==> config.mk <==
export PLATFORM = sky130hd
export DESIGN_NAME = ir_line_follow_ctrl
export DESIGN_NICKNAME = d
export VERILOG_FILES = /design/src/rtl/ir_line_follow_ctrl.sv
export SDC_FILE = /design/constraint.sdc
export NUM_CORES = 1
export LEC_CHECK = 0
export BUFFER_PORTS_ARGS = -buffer_cell sky130_fd_sc_hd__buf_2
export CAP_MARGIN = 20
export CORE_AREA = 2 2 76 78
export CTS_BUF_LIST = sky130_fd_sc_hd__clkbuf_16
export DETAILED_ROUTE_END_ITERATION = 10
export DIE_AREA = 0 0 78 80
export PLACE_DENSITY = 0.81
export SYNTH_ARGS = -nofsm -noshare
export SYNTH_HDL_FRONTEND = slang
export SYNTH_SLANG_ARGS = --single-unit
==> constraint.sdc <==
create_clock -name clk -period 3.1 [get_ports clk]
set_clock_uncertainty 0.05 [all_clocks]
set_input_delay 0.465 -clock clk [delete_from_list [all_inputs] [get_ports clk]]
set_output_delay 0.465 -clock clk [all_outputs]
set_load 0.01 [all_outputs]
==> src/rtl/ir_line_follow_ctrl.sv <==
// IR line-follower controller: synchronises and debounces the two line sensors,
// mirrors them on the LEDs and steers two motor commands, with a bounded search.
module ir_line_follow_ctrl #(
  parameter int unsigned DEBOUNCE      = 16,
  parameter int unsigned SEARCH_CYCLES = 1200000
) (
  input  logic       clk,
  input  logic       rst,
  input  logic       en,
  input  logic       ir_left,
  input  logic       ir_right,
  output logic       led_left,
  output logic       led_right,
  output logic [1:0] motor_l,
  output logic [1:0] motor_r,
  output logic       lost
);

  localparam logic [15:0] DB_MAX     = 16'(DEBOUNCE - 1);
  localparam logic [23:0] SEARCH_MAX = 24'(SEARCH_CYCLES - 1);

  localparam logic [2:0] ST_IDLE   = 3'd0;
  localparam logic [2:0] ST_FWD    = 3'd1;
  localparam logic [2:0] ST_LEFT   = 3'd2;
  localparam logic [2:0] ST_RIGHT  = 3'd3;
  localparam logic [2:0] ST_SEARCH = 3'd4;
  localparam logic [2:0] ST_STOP   = 3'd5;

  localparam logic [1:0] MOT_STOP = 2'b00;
  localparam logic [1:0] MOT_FWD  = 2'b01;
  localparam logic [1:0] MOT_REV  = 2'b10;

  localparam logic DIR_LEFT  = 1'b0;
  localparam logic DIR_RIGHT = 1'b1;

  // Sensor vectors are packed as {left, right}.
  logic [1:0]       sync1_q, sync1_d;
  logic [1:0]       sync2_q, sync2_d;
  logic [1:0]       filt_q, filt_d;
  logic [1:0][15:0] db_cnt_q, db_cnt_d;

  logic [2:0]  state_q, state_d;
  logic [23:0] srch_cnt_q, srch_cnt_d;
  logic        last_dir_q, last_dir_d;

  logic       led_left_q, led_left_d;
  logic       led_right_q, led_right_d;
  logic [1:0] motor_l_q, motor_l_d;
  logic [1:0] motor_r_q, motor_r_d;
  logic       lost_q, lost_d;

  // Tracking state for a non-zero filtered pattern; lost_state is used for 00.
  function automatic logic [2:0] track_state(input logic [1:0] f, input logic [2:0] lost_state);
    logic [2:0] nxt;
    case (f)
      2'b11:   nxt = ST_FWD;
      2'b10:   nxt = ST_LEFT;
      2'b01:   nxt = ST_RIGHT;
      default: nxt = lost_state;
    endcase
    return nxt;
  endfunction

  // Motor pair {left, right} for a given state; search spins toward the last seen side.
  function automatic logic [3:0] motor_decode(input logic [2:0] st, input logic dir);
    logic [3:0] m;
    case (st)
      ST_FWD:   m = {MOT_FWD, MOT_FWD};
      ST_LEFT:  m = {MOT_STOP, MOT_FWD};
      ST_RIGHT: m = {MOT_FWD, MOT_STOP};
      ST_SEARCH: begin
        if (dir == DIR_LEFT) begin
          m = {MOT_REV, MOT_FWD};
        end else begin
          m = {MOT_FWD, MOT_REV};
        end
      end
      default:  m = {MOT_STOP, MOT_STOP};
    endcase
    return m;
  endfunction

  // Two-flop synchroniser for the asynchronous sensor inputs.
  always_comb begin
    sync1_d = {ir_left, ir_right};
    sync2_d = sync1_q;
  end

  // Per-sensor debounce: a new level must persist DEBOUNCE clocks to be accepted.
  always_comb begin
    filt_d   = filt_q;
    db_cnt_d = db_cnt_q;
    for (int i = 0; i < 2; i++) begin
      if (sync2_q[i] == filt_q[i]) begin
        db_cnt_d[i] = 16'd0;
      end else if (db_cnt_q[i] == DB_MAX) begin
        filt_d[i]   = sync2_q[i];
        db_cnt_d[i] = 16'd0;
      end else begin
        db_cnt_d[i] = db_cnt_q[i] + 16'd1;
      end
    end
  end

  // Line-follower next state; en low overrides everything.
  always_comb begin
    state_d = state_q;
    if (!en) begin
      state_d = ST_IDLE;
    end else begin
      case (state_q)
        ST_IDLE:                 state_d = track_state(filt_q, ST_STOP);
        ST_FWD, ST_LEFT, ST_RIGHT: state_d = track_state(filt_q, ST_SEARCH);
        ST_SEARCH: begin
          // Reacquiring the line wins over the timeout in the same cycle.
          if (filt_q != 2'b00) begin
            state_d = track_state(filt_q, ST_SEARCH);
          end else if (srch_cnt_q == SEARCH_MAX) begin
            state_d = ST_STOP;
          end else begin
            state_d = ST_SEARCH;
          end
        end
        ST_STOP:                 state_d = track_state(filt_q, ST_STOP);
        default:                 state_d = ST_IDLE;
      endcase
    end
  end

  // Search counter runs only while in SEARCH and is zero on entry.
  always_comb begin
    if (state_q == ST_SEARCH) begin
      srch_cnt_d = srch_cnt_q + 24'd1;
    end else begin
      srch_cnt_d = 24'd0;
    end
  end

  // Remember the side last steered toward; held through every other state.
  always_comb begin
    case (state_d)
      ST_LEFT:  last_dir_d = DIR_LEFT;
      ST_RIGHT: last_dir_d = DIR_RIGHT;
      default:  last_dir_d = last_dir_q;
    endcase
  end

  // Outputs decoded from the next state so they align with the state register.
  always_comb begin
    led_left_d           = filt_d[1];
    led_right_d          = filt_d[0];
    {motor_l_d, motor_r_d} = motor_decode(state_d, last_dir_d);
    if ((state_d == ST_SEARCH) || (state_d == ST_STOP)) begin
      lost_d = 1'b1;
    end else begin
      lost_d = 1'b0;
    end
  end

  // State registers with synchronous reset.
  always_ff @(posedge clk) begin
    if (rst) begin
      sync1_q     <= 2'b00;
      sync2_q     <= 2'b00;
      filt_q      <= 2'b00;
      db_cnt_q    <= '0;
      state_q     <= ST_IDLE;
      srch_cnt_q  <= 24'd0;
      last_dir_q  <= DIR_LEFT;
      led_left_q  <= 1'b0;
      led_right_q <= 1'b0;
      motor_l_q   <= MOT_STOP;
      motor_r_q   <= MOT_STOP;
      lost_q      <= 1'b0;
    end else begin
      sync1_q     <= sync1_d;
      sync2_q     <= sync2_d;
      filt_q      <= filt_d;
      db_cnt_q    <= db_cnt_d;
      state_q     <= state_d;
      srch_cnt_q  <= srch_cnt_d;
      last_dir_q  <= last_dir_d;
      led_left_q  <= led_left_d;
      led_right_q <= led_right_d;
      motor_l_q   <= motor_l_d;
      motor_r_q   <= motor_r_d;
      lost_q      <= lost_d;
    end
  end

  assign led_left  = led_left_q;
  assign led_right = led_right_q;
  assign motor_l   = motor_l_q;
  assign motor_r   = motor_r_q;
  assign lost      = lost_q;

endmodule

Word-level counts from Yosys, hierarchy flattened --
Index checks and enable logic that the tools add are counted.
Word-level totals: bits in registers 73, latch bits 0, bits in writable memories 0, ROM bits 0, output and inout port bits 7, logic and storage cells 57, memories 0
Cells by class: $add $sub $neg 3, $mul 0, div/mod/pow operators 0, $lt $le $gt $ge 0, equal/unequal tests 18, shifts and indexed selects 0, multiplexer cells 14, bitwise gates (word level) 1, reductions and logical operators 8
Operators with widths (number):
- $add A16 B1 Y16 const B | 2
- $eq A16 B4 Y1 const B | 2
- $pmux W3 S3 | 3
- $add A24 B1 Y24 const B | 1
- $eq A24 B21 Y1 const B | 1
- $pmux W4 S4 | 1
- $eq A3 B2 Y1 const B | 4
- $eq A3 B3 Y1 const B | 4
- $reduce_or A3 Y1 | 3
- $eq A3 B1 Y1 const B | 2
- $mux W1 | 6
- $mux W3 | 2
- $eq A2 B2 Y1 const B | 2
- $mux W4 | 1
- $reduce_or A2 Y1 | 2
- $logic_not A3 Y1 | 1
- $eq A1 B1 Y1 | 2
- $eq A2 B1 Y1 const B | 1
- $pmux W1 S2 | 1
- $reduce_bool A2 Y1 | 1
- $logic_or A1 B1 Y1 | 1
- $not A1 Y1 | 1

Logic depth before layout (Yosys ltp) --
depth in word-level cells 9, depth in mapped cells 7

Worst setup path after synthesis --
No wires, ideal clock.
path type register to register, start reg filt_q[1], end reg motor_r_q[0], in the netlist motor_r[0], setup time 0.095 ns, data arrival time 1.719 ns, required time 2.955 ns, setup slack 1.235 ns, stages on the path, launching flop included 7, buffers on the path 0, path through dfxtp_1 inv_1 ha_1 o311a_1 o31ai_1 nor2_1 o311ai_1
Between the ends: word-level cells in the longest chain between the ends 9
RTL lines:
- from (decl) | line 39 | logic [1:0] filt_q, filt_d;
- from (signal assigned) | line 178 | filt_q <= filt_d;
- $eq A2 B1 Y1 / $eq A2 B2 Y1 (equally long branches) | line 55 | case (f)
- $pmux W3 S3 | line 55
- $mux W3 | line 116 | if (filt_q != 2'b00) begin
- $pmux W3 S3 * | line 111 | case (state_q)
- $mux W3 * | line 108 | if (!en) begin
- $eq A3 B2 Y1 | line 67, 141
- $pmux W1 S2 | line 141 | case (state_d)
- $mux W4 | line 72 | if (dir == DIR_LEFT) begin
- $pmux W4 S4 * | line 67 | case (st)
- to (signal assigned) | line 186 | motor_r_q <= motor_r_d;
- to (decl) | line 49 | logic [1:0] motor_r_q, motor_r_d;
Mark *: on every way between the ends. The rest lies on a longest branch, timed or not. A chain may end at the register's enable or synchronous reset.

Final worst setup path --
Same ends and word-level chain as after synthesis.

==> results.txt <==
Among all flip-flop cells after synthesis, the most frequent one is dfxtp_1. The path class of the tightest hold or removal check is input pin to flop. The tools report the maximum ir drop on the vdd rail as 0.0003994 V. In this run the static leakage power is 0.001215 uW. On the final layout, the worst hold slack is 304.7 ps.

The logs give 0 for the total setup violations reported at the end of the flow and 9 for the TritonCTS buffer count. The final route contains 2354 vias. Before antenna repair, the detailed router went through 4 iterations.

The final count of hold timing violations came out at 0. Once detail routing completed, the nets flagged for antenna violations numbered 0. The tools report the endpoint type of the worst setup path as a flop.

Tightest slew margin relative to the limit: 0.4266. dfxtp_1 takes more of the synthesized area than any other cell. The critical path starts at filt_q[1]. The netlist uses 41 different library cells. The transition time of the tightest slew-check pin came out at 860.1 ps. Counting every net in the synthesized netlist gives 356.

Clock-pin slew was measured on the worst setup and hold paths at 50 ps. The via count of the first global-routing pass is 2252, and the die outline width is 78 um. The tools report the global-route total usage across every layer as 0.1895. STA puts the critical path data required time at 3280 ps. The per-cell routed wire length was 12.53 um.

The maximum number of pins on one net before global-route repair is 25, and the number of enable-type register cells in the synthesized netlist is 0. Setup repair after global routing left no endpoint under its margin. In the routed layout, each cell is associated on average with a via count of 5.424. Traced cell by cell, the critical path runs through inv_1 -> ha_1 -> o311a_1 -> o31ai_1 -> nor2_1 -> o311ai_1.

The longest clock path from root to sink contains 2 buffers. Sorting the synthesized cells by area gives the leading types as dfxtp_1, xor2_1, nor2_1. The average footprint of a synthesized cell was 8.974 um2. After floorplanning, the core was divided into 27 placement rows. Counting cells, the worst reg-to-reg path comes to 6.

Including well taps, the total number of placed cells is 418. The final routed wirelength across all metal layers is 5437 um. The tools report the post-CTS setup buffer count as 0. In this run the cell area of the synthesized design comes to 3078 um2. The synthesized design contains 71 register bits. The area fraction of the dominant cell type after synthesis was 0.4618. For this run the aggregate overflow at the end of global routing stands at 0.

In this run, post-CTS hold repair placed 0 buffers. In this run, post-CTS repair resized a total of 0 instances. The area added between synthesis and finish is 12.64%. Across all register-to-register paths, the minimum setup slack is 1080 ps. The flow ran to the end, and the final reports show no timing, DRC or antenna violations. The first routing iteration left 68 violations. Sequential element share of the synthesized area: 0.4618.

During I/O placement, the number of pins put on the boundary was 12. Origin of the worst min-delay path: ir_right. The critical path runs through a total of 6 cells. The placed instances occupy a cell area of 3186 um2.

Filler cell count in the final layout: 442. Critical path buffer and inverter count: 1. The count of cells in the finished layout, fillers not included, comes to 434.

The post-DP HPWL was 3770 um. Summed over all failing endpoints, the final setup total negative slack is 0 ps. The initial antenna violation count is 0, and the clock latency at the later pin of the worst-skew pair is 330 ps. The starting density of the core is 0.5694, and the arrival time at the worst endpoint is 2200 ps. TritonCTS built the clock tree. The critical path is of the flop to flop type. For the number of instances in the synthesized netlist, the log shows 343.

In this design, the stage delay of the slowest critical-path cell is 440 ps. The total area inside the core boundary comes to 5405 um2. The fraction of layout cells with a size suffix above 1 was 0.08287; the Yosys warning count was 0. The first-pass GRT wire length was 9301 um; the level count of the clock H-tree was 3. The number of antenna diodes in the final layout is 0. The finished cells cover 3467 um2.

The critical-path maximum fanout came out at 6. The run gives 71 as the clock net sink count. The worst setup path is launched from a flop. The final count of pins violating max slew came out at 0.

The smallest clock period supported by the final layout is computed as 2025 ps. The net count of the finished layout came out at 370. Beginning of the worst register-to-register path: filt_q[1]. In this run the critical register-to-register path is captured at motor_r[0]. Most frequent cell after synthesis: dfxtp_1. The count of input and output buffers was 11; the routability congestion estimate was 0.8039. Capture point of the critical path: motor_r[0]. The tools report the total die area as 6240 um2. The max capacitance violation total was 0. Counting instances in the post-synthesis netlist gives the leading cell types as dfxtp_1, nor2_1, xor2_1.

The async set or reset register ratio after synthesis was 0. The die is 80 um tall. Cell class contributing the biggest share of worst-path delay: compound AO/OA/AOI/OAI gates. The slowest stage of the critical path is the dfxtp_1 cell. Dividing total power by cell area gives a power density of 556.6 nW/um2.

The maximum clock frequency is 0.4939 GHz, and the total DRC errors in the routed layout is 0. The share of the clock period used by the worst path is 0.6531. CTS placed an instance of clkbuf_16 at the clock tree root.
## worst register-to-register path: cells and delay by family, from the launching register on
family / cells / cell delay [ps]
buffers and inverters: 1 / 120
DFF: 1 / 440
AOI/OAI and AO/OA: 3 / 940
adders and majority gates: 1 / 240
and+or+nand+nor: 1 / 140
## worst min-delay path by stage
stage / end / slack [ps] / cells after the start
after global routing: sync1_q[0] / 330 / 2
final: sync1_q[0] / 300 / 2
after detailed placement: sync2_q[0] / 390 / 1
after floorplan: sync2_q[0] / 360 / 1
after CTS: sync1_q[0] / 300 / 2
after global placement: sync2_q[0] / 380 / 1
## per-layer routing
| layer | vias to the layer above | share of wire | wire length (um) | global-route usage |
|---|---|---|---|---|
| li1 | 1207 | - | - | - |
| met1 | 1111 | 0.46 | 2480 | 0.2052 |
| met2 | 28 | 0.50 | 2725 | 0.3431 |
| met3 | 8 | 0.033 | 177 | 0.05882 |
| met4 | 0 | 0.0097 | 53 | 0.07719 |
| met5 | - | 0 | 0 | 0 |
## placed cells by master, fill, tap and decap left out, drive strengths merged, types with 8 or more instances in the layout
master  synthesis  final
clkbuf          7      9
inv             7      9
nand4          18     18
xnor2          19     19
nor4           10     10
xor2           29     29
buf             1     11
nor2           66     66
ha              8      8
nand3          20     20
dfxtp          71     71
nand2          18     18
and3            8      8
## cells by family after synthesis
kind of cell	synth area share
xor gates and xnor gates	0.1366
and+or+nand+nor	0.3033
buffers and inverters	0.02073
adders and majority gates	0.03252
DFF	0.4618
muxes	0.006504
AOI/OAI and AO/OA	0.03862
## layout make-up
type | instances | area [um2] | share of cell area
clock inverters | 7 | 56.30 | 0.01624
flip-flops and latches | 71 | 1421 | 0.4100
clock buffers | 9 | 225.2 | 0.06496
inverters | 7 | 26.28 | 0.007578
multi-input cells | 257 | 1593 | 0.4594
well taps | 72 | 90.09 | 0.02598
repair buffers | 11 | 55.05 | 0.01588
## flip-flops by register name, summed over array words and instances, names as in the netlist
register	flops
lost	1
sync2_q	2
motor_l	2
last_dir_q	1
db_cnt_q	32
srch_cnt_q	24
motor_r	2
state_q	3
filt_q	2
sync1_q	2
## metrics by stage
step                setup slack [ps]  utilization  power, uW
global route                   892.4       0.6414       1998
CTS                             1071       0.6414       1953
finish                          1075       0.6414       1930
floorplan                       1235            -      974.5
global placement                1203       0.5894      985.0
detailed placement              1084       0.5894      986.1
## power by group
group	switching, uW	internal, uW
clock	355	609
sequential	5.86	921
combinational	24.1	15.0
Power figures use the tool's default switching activity.
